$ cat config.mk
export PLATFORM = sky130hd
export DESIGN_NAME = secuenciador_pc
export DESIGN_NICKNAME = d
export VERILOG_FILES = /design/src/rtl/secuenciador_pc.sv
export SDC_FILE = /design/constraint.sdc
export NUM_CORES = 1
export LEC_CHECK = 0
export CAP_MARGIN = 20
export CORE_ASPECT_RATIO = 1.5
export CORE_MARGIN = 5
export CORE_UTILIZATION = 36
export DETAILED_ROUTE_END_ITERATION = 12
export PLACE_DENSITY_LB_ADDON = 0.3
export SLEW_MARGIN = 15
export SYNTH_ARGS = -nofsm -noshare
export SYNTH_HDL_FRONTEND = slang
export SYNTH_SLANG_ARGS = --single-unit
$ cat constraint.sdc
create_clock -name clk -period 7.4 [get_ports clk]
set_clock_uncertainty 0.05 [all_clocks]
set_input_delay 2.22 -clock clk [delete_from_list [all_inputs] [get_ports clk]]
set_output_delay 2.22 -clock clk [all_outputs]
set_load 0.01 [all_outputs]
$ cat src/rtl/secuenciador_pc.sv
// secuenciador_pc: fetch sequencer owning the PC, fetch handshake, next-PC selection, retire count and fetch timeout
module secuenciador_pc #(
    parameter logic [31:0] RESET_ADDR = 32'h0000_0000,
    parameter int          TIMEOUT    = 16
) (
    input  logic        clk,
    input  logic        rst_n,
    input  logic        mem_ack,
    input  logic        stall,
    input  logic        SaltoCond,
    input  logic        zero,
    input  logic        Salto,
    input  logic [31:0] extSigno,
    input  logic [25:0] dirSalto,
    output logic        mem_req,
    output logic [31:0] dirLectura,
    output logic [31:0] pc_mas4,
    output logic        instr_valid,
    output logic [31:0] num_instr,
    output logic        error
);
    typedef enum logic [1:0] {INICIO, FETCH, EXEC, HALT} state_t;
    localparam int CW = $clog2(TIMEOUT + 1);
    state_t        state_q, state_d;
    logic [31:0]   pc_q, pc_d, num_q, num_d, off, next_pc;
    logic [CW-1:0] cnt_q, cnt_d;
    logic          err_q, err_d, run_q, mem_req_q, instr_valid_q;
    assign pc_mas4     = pc_q + 32'd4;
    assign off         = extSigno << 2;
    assign next_pc     = Salto ? {pc_mas4[31:28], dirSalto, 2'b00} :
                         (SaltoCond && zero) ? pc_mas4 + off : pc_mas4;
    assign mem_req     = mem_req_q;
    assign instr_valid = instr_valid_q;
    assign dirLectura  = pc_q;
    assign num_instr   = num_q;
    assign error       = err_q;
    always_comb begin
        state_d = state_q;
        pc_d    = pc_q;
        num_d   = num_q;
        err_d   = err_q;
        cnt_d   = '0;
        unique case (state_q)
            INICIO: state_d = run_q ? FETCH : INICIO;
            FETCH: begin
                if (mem_ack) state_d = EXEC;
                else if (cnt_q == CW'(TIMEOUT - 1)) begin
                    state_d = HALT;
                    err_d   = 1'b1;
                end else cnt_d = cnt_q + 1'b1;
            end
            EXEC: begin
                if (!stall) begin
                    pc_d    = next_pc;
                    num_d   = num_q + 32'd1;
                    state_d = FETCH;
                end
            end
            default: state_d = HALT;
        endcase
    end
    // run_q delays INICIO one cycle so the first edge after release only leaves reset
    always_ff @(posedge clk or negedge rst_n) begin
        if (!rst_n) begin
            state_q       <= INICIO;
            pc_q          <= RESET_ADDR;
            num_q         <= '0;
            cnt_q         <= '0;
            err_q         <= 1'b0;
            run_q         <= 1'b0;
            mem_req_q     <= 1'b0;
            instr_valid_q <= 1'b0;
        end else begin
            state_q       <= state_d;
            pc_q          <= pc_d;
            num_q         <= num_d;
            cnt_q         <= cnt_d;
            err_q         <= err_d;
            run_q         <= 1'b1;
            mem_req_q     <= (state_d == FETCH);
            instr_valid_q <= (state_d == EXEC);
        end
    end
endmodule

# --- After elaboration in Yosys (flattened, before gate mapping) ---
# Index checks and enable logic that the tools add are counted.
classes:
  n_addsub: 4
  eq_ne: 5
  muxes: 10
  bitwise: 2
  n_reduce_logical: 4
ops:
  columns: ["cell", "n"]
  rows:
  - ["32-bit two-way mux", 2]
  - ["32-bit by 1-bit adder with 32-bit output, second input constant", 1]
  - ["32-bit by 3-bit adder with 32-bit output, second input constant", 1]
  - ["32-bit adder", 1]
  - ["5-bit two-way mux", 3]
  - ["2-bit two-way mux", 3]
  - ["2-bit case mux with 3 select lines", 1]
  - ["5-bit by 1-bit adder with 5-bit output, second input constant", 1]
  - ["5-bit by 4-bit == test with 1-bit output, second input constant", 1]
  - ["2-bit by 1-bit == test with 1-bit output, second input constant", 2]
  - ["2-bit == test, second input constant", 2]
  - ["3-bit AND reduction", 1]
  - ["2-bit logical NOT", 1]
  - ["1-bit NOT", 2]
  - ["2-bit AND reduction", 1]
  - ["1-bit logical AND", 1]
  - ["1-bit two-way mux", 1]
word_totals:
  register_bits: 75
  inputBits: 65
  output_inout_bits: 99
  elab_cells: 33

# --- Logic depth before layout (Yosys ltp) ---
# Gate-level depths: netlist (run 1).
depth:
  depth_word: 5
  ltp_mapped: 17
  ltp_nobuf: 16

# --- Least setup slack after synthesis (run 1) ---
# No wires, ideal clock.
synth_timing:
  path_type: "input -> register"
  startpoint: "input extSigno[0]"
  endpoint: "register pc_q[22], in the netlist dirLectura[22]"
  setup_ps: 133
  arrival_ps: 4656
  required_ps: 7217
  setup_slack_ps: 2561
  stages: 11
  n_path_buf: 0
  cell_sequence: "ha_1 -> fa_1 -> a211oi_2 -> o21bai_2 -> a2111oi_2 -> o21ai_1 -> a311o_2 -> a21oi_4 -> xnor2_1 -> a222oi_1 -> o21ai_1"
synth_between:
  elab_chain_cells: 3
synth_rtl:
  columns: ["element", "line_no", "source"]
  rows:
  - ["start: declaration", "13", "input logic [31:0] extSigno,"]
  - ["32-bit adder", "31", "(SaltoCond && zero) ? pc_mas4 + off : pc_mas4;"]
  - ["32-bit two-way mux", "31", null]
  - ["32-bit two-way mux", "30", "assign next_pc = Salto ? {pc_mas4[31:28], dirSalto, 2'b00} :"]
  - ["end signal: assignment", "75", "pc_q <= pc_d;"]
  - ["end: declaration", "25", "logic [31:0] pc_q, pc_d, num_q, num_d, off, next_pc;"]
# No other way between the ends.
# A chain may end at the register's enable or synchronous reset.

# --- Worst setup path in the final report (run 1) ---
layout_timing:
  startpoint: "register pc_q[6], in the netlist dirLectura[6]"
  endpoint: "output pc_mas4[27]"
layout_between:
  elab_chain_cells: 1
layout_rtl:
  columns: ["element", "line_no", "source"]
  rows:
  - ["32-bit by 3-bit adder with 32-bit output", "28", "assign pc_mas4 = pc_q + 32'd4;"]
  - ["end: declaration", "17", "output logic [31:0] pc_mas4,"]
# No other way between the ends.

==> results of run 1 <==
metal layers:
layer | up-vias | track usage, %
met5 | - | 0
met4 | 0 | 6.70
met3 | 31 | 3.83
met2 | 157 | 38.0
met1 | 2670 | 23.3
li1 | 2707 | -
flip-flops by register name (all words and copies together), names as in the netlist:
register / cells
num_instr: 32
dirLectura: 30
cnt_q: 5
state_q: 2
error: 1
instr_valid: 1
mem_req: 1
run_q: 1
worst min path at each step:
stage / start / end / slack (ns) / depth (start not counted)
2_1_floorplan: cnt_q[0] / cnt_q[0] / 0.38 / 1
3_3_place_gp: cnt_q[0] / cnt_q[0] / 0.40 / 1
3_5_place_dp: error / error / 0.41 / 1
4_1_cts: cnt_q[0] / cnt_q[0] / 0.42 / 1
5_1_grt: cnt_q[0] / cnt_q[0] / 0.44 / 1
6_report: cnt_q[0] / cnt_q[0] / 0.42 / 1
synth_stat cells, types with 5 or more instances:
master | n | share of area [%]
xnor2_1 | 56 | 8.8
o21ai_0 | 48 | 4.3
clkbuf_1 | 19 | 1.3
nand3_1 | 28 | 2.5
a21oi_1 | 39 | 3.5
and2_1 | 8 | 0.90
nand2_1 | 87 | 5.8
a211oi_1 | 17 | 2.3
and3_1 | 14 | 1.6
nand4_1 | 19 | 2.1
xor2_1 | 26 | 4.1
ha_1 | 39 | 8.7
inv_1 | 9 | 0.61
dfrtp_1 | 73 | 33
a21o_1 | 16 | 2.2
nor3_1 | 17 | 1.5
nor2_1 | 57 | 3.8
o22ai_1 | 7 | 0.78
o21bai_1 | 5 | 0.67
worst max-delay path, delay by kind of cell (launching register included):
kind                   cells  cell delay (ns)
flip-flops                 1             0.49
XOR/XNOR                   1             0.36
AND/OR/NAND/NOR            5             1.68
buffers and inverters      1             0.61
cell type report:
class | count | share of cell area, %
multi-input cells | 559 | 47.2
flip-flops and latches | 73 | 23.8
repair buffers | 164 | 21.5
well taps | 199 | 3.25
clock buffers | 9 | 2.94
clock inverters | 7 | 0.800
inverters | 10 | 0.490
kinds of logic (layout without fill, tap and decap cells):
kind of cell	Yosys count	after routing	synth area share, %
mux	3	3	0.583
xor+xnor	82	82	12.9
other cells	2	5	0.135
simple gates	253	253	21.3
buf+inv	36	190	2.73
compound gates	176	176	20.6
flops	73	73	32.7
fa+ha+maj	40	40	9.10
power groups by stage:
stage,Clock (mW),Sequential (mW),Combinational [mW]
floorplan,0,0.654,0.959
global placement,0,0.657,1.58
detailed placement,0,0.661,1.59
CTS,0.440,0.653,1.60
global route,0.458,0.678,1.76
finish,0.427,0.656,1.60
stage by stage:
stage	hold slack, ns	setup slack, ns	area (sq um)	cells	util [%]
after floorplan	0.383	2.56	5590	668	-
after global placement	0.403	1.82	7330	1003	48.4
after detailed placement	0.406	1.77	7330	1003	48.4
after CTS	0.418	1.63	7620	1019	50.3
after global routing	0.441	1.41	7660	1021	50.6
final	0.417	1.63	7660	1021	50.6
==> results.md, run 1 <==
- Status: finished clean
- Clock Power Share: 15.9%
- Most used cell, CP: nor3_1
- Register area share after synthesis: 32.7%
- Sink Count: 73
- Final hold vios: 0
- Clock buffer depth: 2
- Clock root cell: clkbuf_16
- Total CTS buffers: 9
- Initial core utilization: 36.9%
- Total track usage: 20.4%
- PD cells: 350 nW/um^2
- R2r setup slk: 2.55 ns
- Mapped cell area: 5580 sq um
- Vias in the first global route: 5718
- First-pass GRT wire length: 29.9 mm
- Gr ovfl total: 0
- Yosys reg bits: 73
- WP data required: 5.13 ns
- Core area: 15100 sq um
- Slew Viols, Final: 0
- Hold Crit Class: reg -> reg
- Clk_lat worst skew: 0.35 ns
- Switching power total: 1.18 mW
- Met1 WL: 7.33 mm
- Synth Instances: 665
- Max_cap viols: 0
- Main synth FF type: dfrtp_1
- Total detailed-routing wirelength: 18.4 mm
- Final TNS setup: 0 ns
- Syn. warnings: 0
- Met2 wire len: 9.79 mm
- Slowest-stage cell, CP: nor3_1
- Most common cell after layout, fill and taps aside: clkdlybuf4s50_1
- Most frequent cells in the layout: clkdlybuf4s50_1 (156), nand2_1 (87), dfrtp_1 (73)
- Die Y: 163 um
- Worst slew pin tran: 0.963 ns
- NumNets Final: 922
- Critical path startpoint: dirLectura[6]
- Diode count: 0
- Switching part of the total power: 44.1%
- Unrepaired setup endpoints after global routing: no
- Hold_buf cts: 0
- Period utilization: 78.0%
- Async SR Flop Fraction: 100%
- Met3 wire length: 847 um
- Top layer in use: met4
- Port Buffer Count: 157
- Share of layout cells above drive strength 1: 4.99%
- Initial antenna violation count: 0
- Antenna-violating nets left: 0
- Crit. End Element: output port
- Final Setup Violations: 0
- Peak Freq: 0.173 GHz
- Sequential cell area: 1830 sq um
- Layout area overhead: 37.3%
- # IOs: 164
- Via count: 5565
- Number of synthesized flops with an enable pin: 0
- Worst reg2reg endpoint: dirLectura[31]
- Num rows: 55
- Arrival time worst endpoint: 3.50 ns
- Setup Buffers After CTS: 0
- Worst Setup EP: pc_mas4[27]
- DR pass1 iterations: 5
- Critical path's largest stage delay: 0.67 ns
- Placer Congestion: 0.905
- DRC errors left: 0
- Largest net degree at the start of global routing: 74
- Internal Power: 1.50 mW
- Gate power share: 59.7%
- Worst-path clk slew: 0.07 ns
- Sequence of cells on the critical path: nand4_1 > nor3_1 > nand2_1 > nor3_1 > nand3_1 > xnor2_1 > clkdlybuf4s50_1
- Maximum vdd drop: 0.146 mV
- Part of the power in registers: 24.4%
- Fillers: 1492
- FF-to-FF path depth: 15
- Power, Total: 2.68 mW
- FF-to-FF Start: dirLectura[6]
- Avg Cell Area, Syn: 8.40 sq um
- Post-CTS Resized: 0
- HPWL after DPL: 13.9 mm
- Slew Limit Headroom: 35.8%
- Die Wd: 112 um
- Initial DRC Count: 293
- Die Area: 18200 sq um
- Crit path time final: 5.77 ns
- Synth cell types: 65
- CP startpoint kind: register
- P_leak: 3.21 nW
- Multi-input logic area: 3610 sq um
- CTS tree: done
- Drt wl/cell: 18.1 um
- Crit Path Class: reg -> out
- Vias per cell: 5.45
- Htree depth: 3
- Max Fanout on Critical Path: 8
No activity file was read; power rests on OpenSTA's default activity.
==> inputs of run 2 (changes only) <==
==> constraint.sdc (replaced) <==
create_clock -name clk -period 4.89 [get_ports clk]
set_clock_uncertainty 0.05 [all_clocks]
set_input_delay 1.467 -clock clk [delete_from_list [all_inputs] [get_ports clk]]
set_output_delay 1.467 -clock clk [all_outputs]
set_load 0.01 [all_outputs]
==> results.md, run 2 (same netlist as run 1, synthesis figures left out) <==
- Max Fanout on Critical Path: 7
- Vias per cell: 5.44
- Gr ovfl total: 0
- FF-to-FF Start: dirLectura[5]
- DR pass1 iterations: 5
- Total CTS buffers: 9
- Core area: 15100 sq um
- Crit. End Element: output port
- Largest net degree at the start of global routing: 74
- PD cells: 529 nW/um^2
- Worst-path clk slew: 0.06 ns
- DRC errors left: 0
- Die Y: 163 um
- First-pass GRT wire length: 29.3 mm
- Die Wd: 112 um
- Hold Crit Class: reg -> reg
- Diode count: 0
- # IOs: 164
- Drt wl/cell: 17.9 um
- Slew Viols, Final: 0
- Layout area overhead: 38.3%
- Initial antenna violation count: 0
- HPWL after DPL: 14.0 mm
- Placer Congestion: 0.908
- Status: finished clean
- Clk_lat worst skew: 0.35 ns
- Via count: 5602
- FF-to-FF path depth: 16
- Worst hold start: error
- WP data required: 3.37 ns
- Worst reg2reg endpoint: dirLectura[27]
- Clock root cell: clkbuf_16
- Total track usage: 20.1%
- Htree depth: 3
- Hold EP: error
- Most common cell after layout, fill and taps aside: clkdlybuf4s50_1
- Unrepaired setup endpoints after global routing: no
- R2r setup slk: 0.54 ns
- CTS tree: done
- Clock buffer depth: 2
- Initial DRC Count: 347
- NumNets Final: 931
- Final hold vios: 0
- Final TNS setup: 0 ns
- P_leak: 3.25 nW
- Max_cap viols: 0
- Hold WS: 0.407 ns
- Maximum vdd drop: 0.235 mV
- Period utilization: 97.3%
- Total detailed-routing wirelength: 18.5 mm
- Hold path cells: 1
- Initial core utilization: 36.9%
- CP startpoint kind: register
- Peak Freq: 0.210 GHz
- Vias in the first global route: 5607
- Post-CTS Resized: 0
- Die Area: 18200 sq um
- Arrival time worst endpoint: 3.24 ns
- Antenna-violating nets left: 0
- Crit Path Class: reg -> out
- Worst slew pin tran: 0.558 ns
- Final Setup Violations: 0
- Share of layout cells above drive strength 1: 6.02%
- Sink Count: 73
- Finished Layout Cells: 1030
- Port Buffer Count: 157
- Most frequent cells in the layout: clkdlybuf4s50_1 (156), nand2_1 (87), dfrtp_1 (73)
- Crit path time final: 4.76 ns
- Placed Cells: 1012
- Slew Limit Headroom: 62.5%
- Num rows: 55
- Max reg flops: 32
run 2: worst max path at each step:
stage / endpoint / slack (ns) / depth (start not counted) / startpoint
floorplan: dirLectura[22] / 0.80 / 11 / extSigno[0]
global placement: dirLectura[22] / 0.09 / 12 / extSigno[0]
detailed placement: dirLectura[22] / 0.07 / 12 / extSigno[0]
CTS: pc_mas4[30] / 0.05 / 7 / dirLectura[4]
global route: pc_mas4[25] / 0.02 / 8 / dirLectura[4]
finish: pc_mas4[25] / 0.13 / 8 / dirLectura[5]
run 2: layout make-up:
type,instances,area (sq um)
Fill cell,1437,7420
Tap cell,199,249
Clock buffer,9,225
Multi-Input combinational cell,559,3610
Clock inverter,7,60.1
Timing Repair Buffer,173,1710
Sequential cell,73,1830
Inverter,10,37.5
run 2: critical path, cell delays in order (launching register included):
cell and delay [ns]:
dfrtp_1 0.48, nand4_1 0.19, nor3_1 0.35, buf_4 0.19
nand2_1 0.06, or3_1 0.47, nor2_1 0.17, xor2_1 0.36
clkdlybuf4s50_1 0.62
run 2: what timing repair did:
item	CTS	global route
setup endpoints to repair	0	1
buffers inserted	0	1
hold endpoints to repair	0	0
hold buffers	0	0
run 2: through the flow:
stage          utilization (%)  setup slack, ns  power [mW]  cell area, sq um
4_1_cts                   50.8           0.0451        4.11              7690
5_1_grt                   51.0           0.0165        4.39              7720
6_report                  51.0            0.134        4.09              7720
2_1_floorplan                -            0.804        2.44              5590
3_5_place_dp              48.9           0.0724        3.43              7400
3_3_place_gp              48.9           0.0944        3.41              7400
run 2: power breakdown:
group | leakage, nW | internal (mW) | switching, mW
Sequential | 0.957 | 0.751 | 0.226
Clock | 0.131 | 0.353 | 0.303
Combinational | 2.16 | 1.19 | 1.27
run 2: layer usage:
layer	global-route usage [%]	vias up	part of all wire, %
met3	2.79	32	5.5
li1	-	2728	-
met2	36.9	201	52
met4	7.75	0	2.8
met5	0	-	0
met1	23.4	2641	39
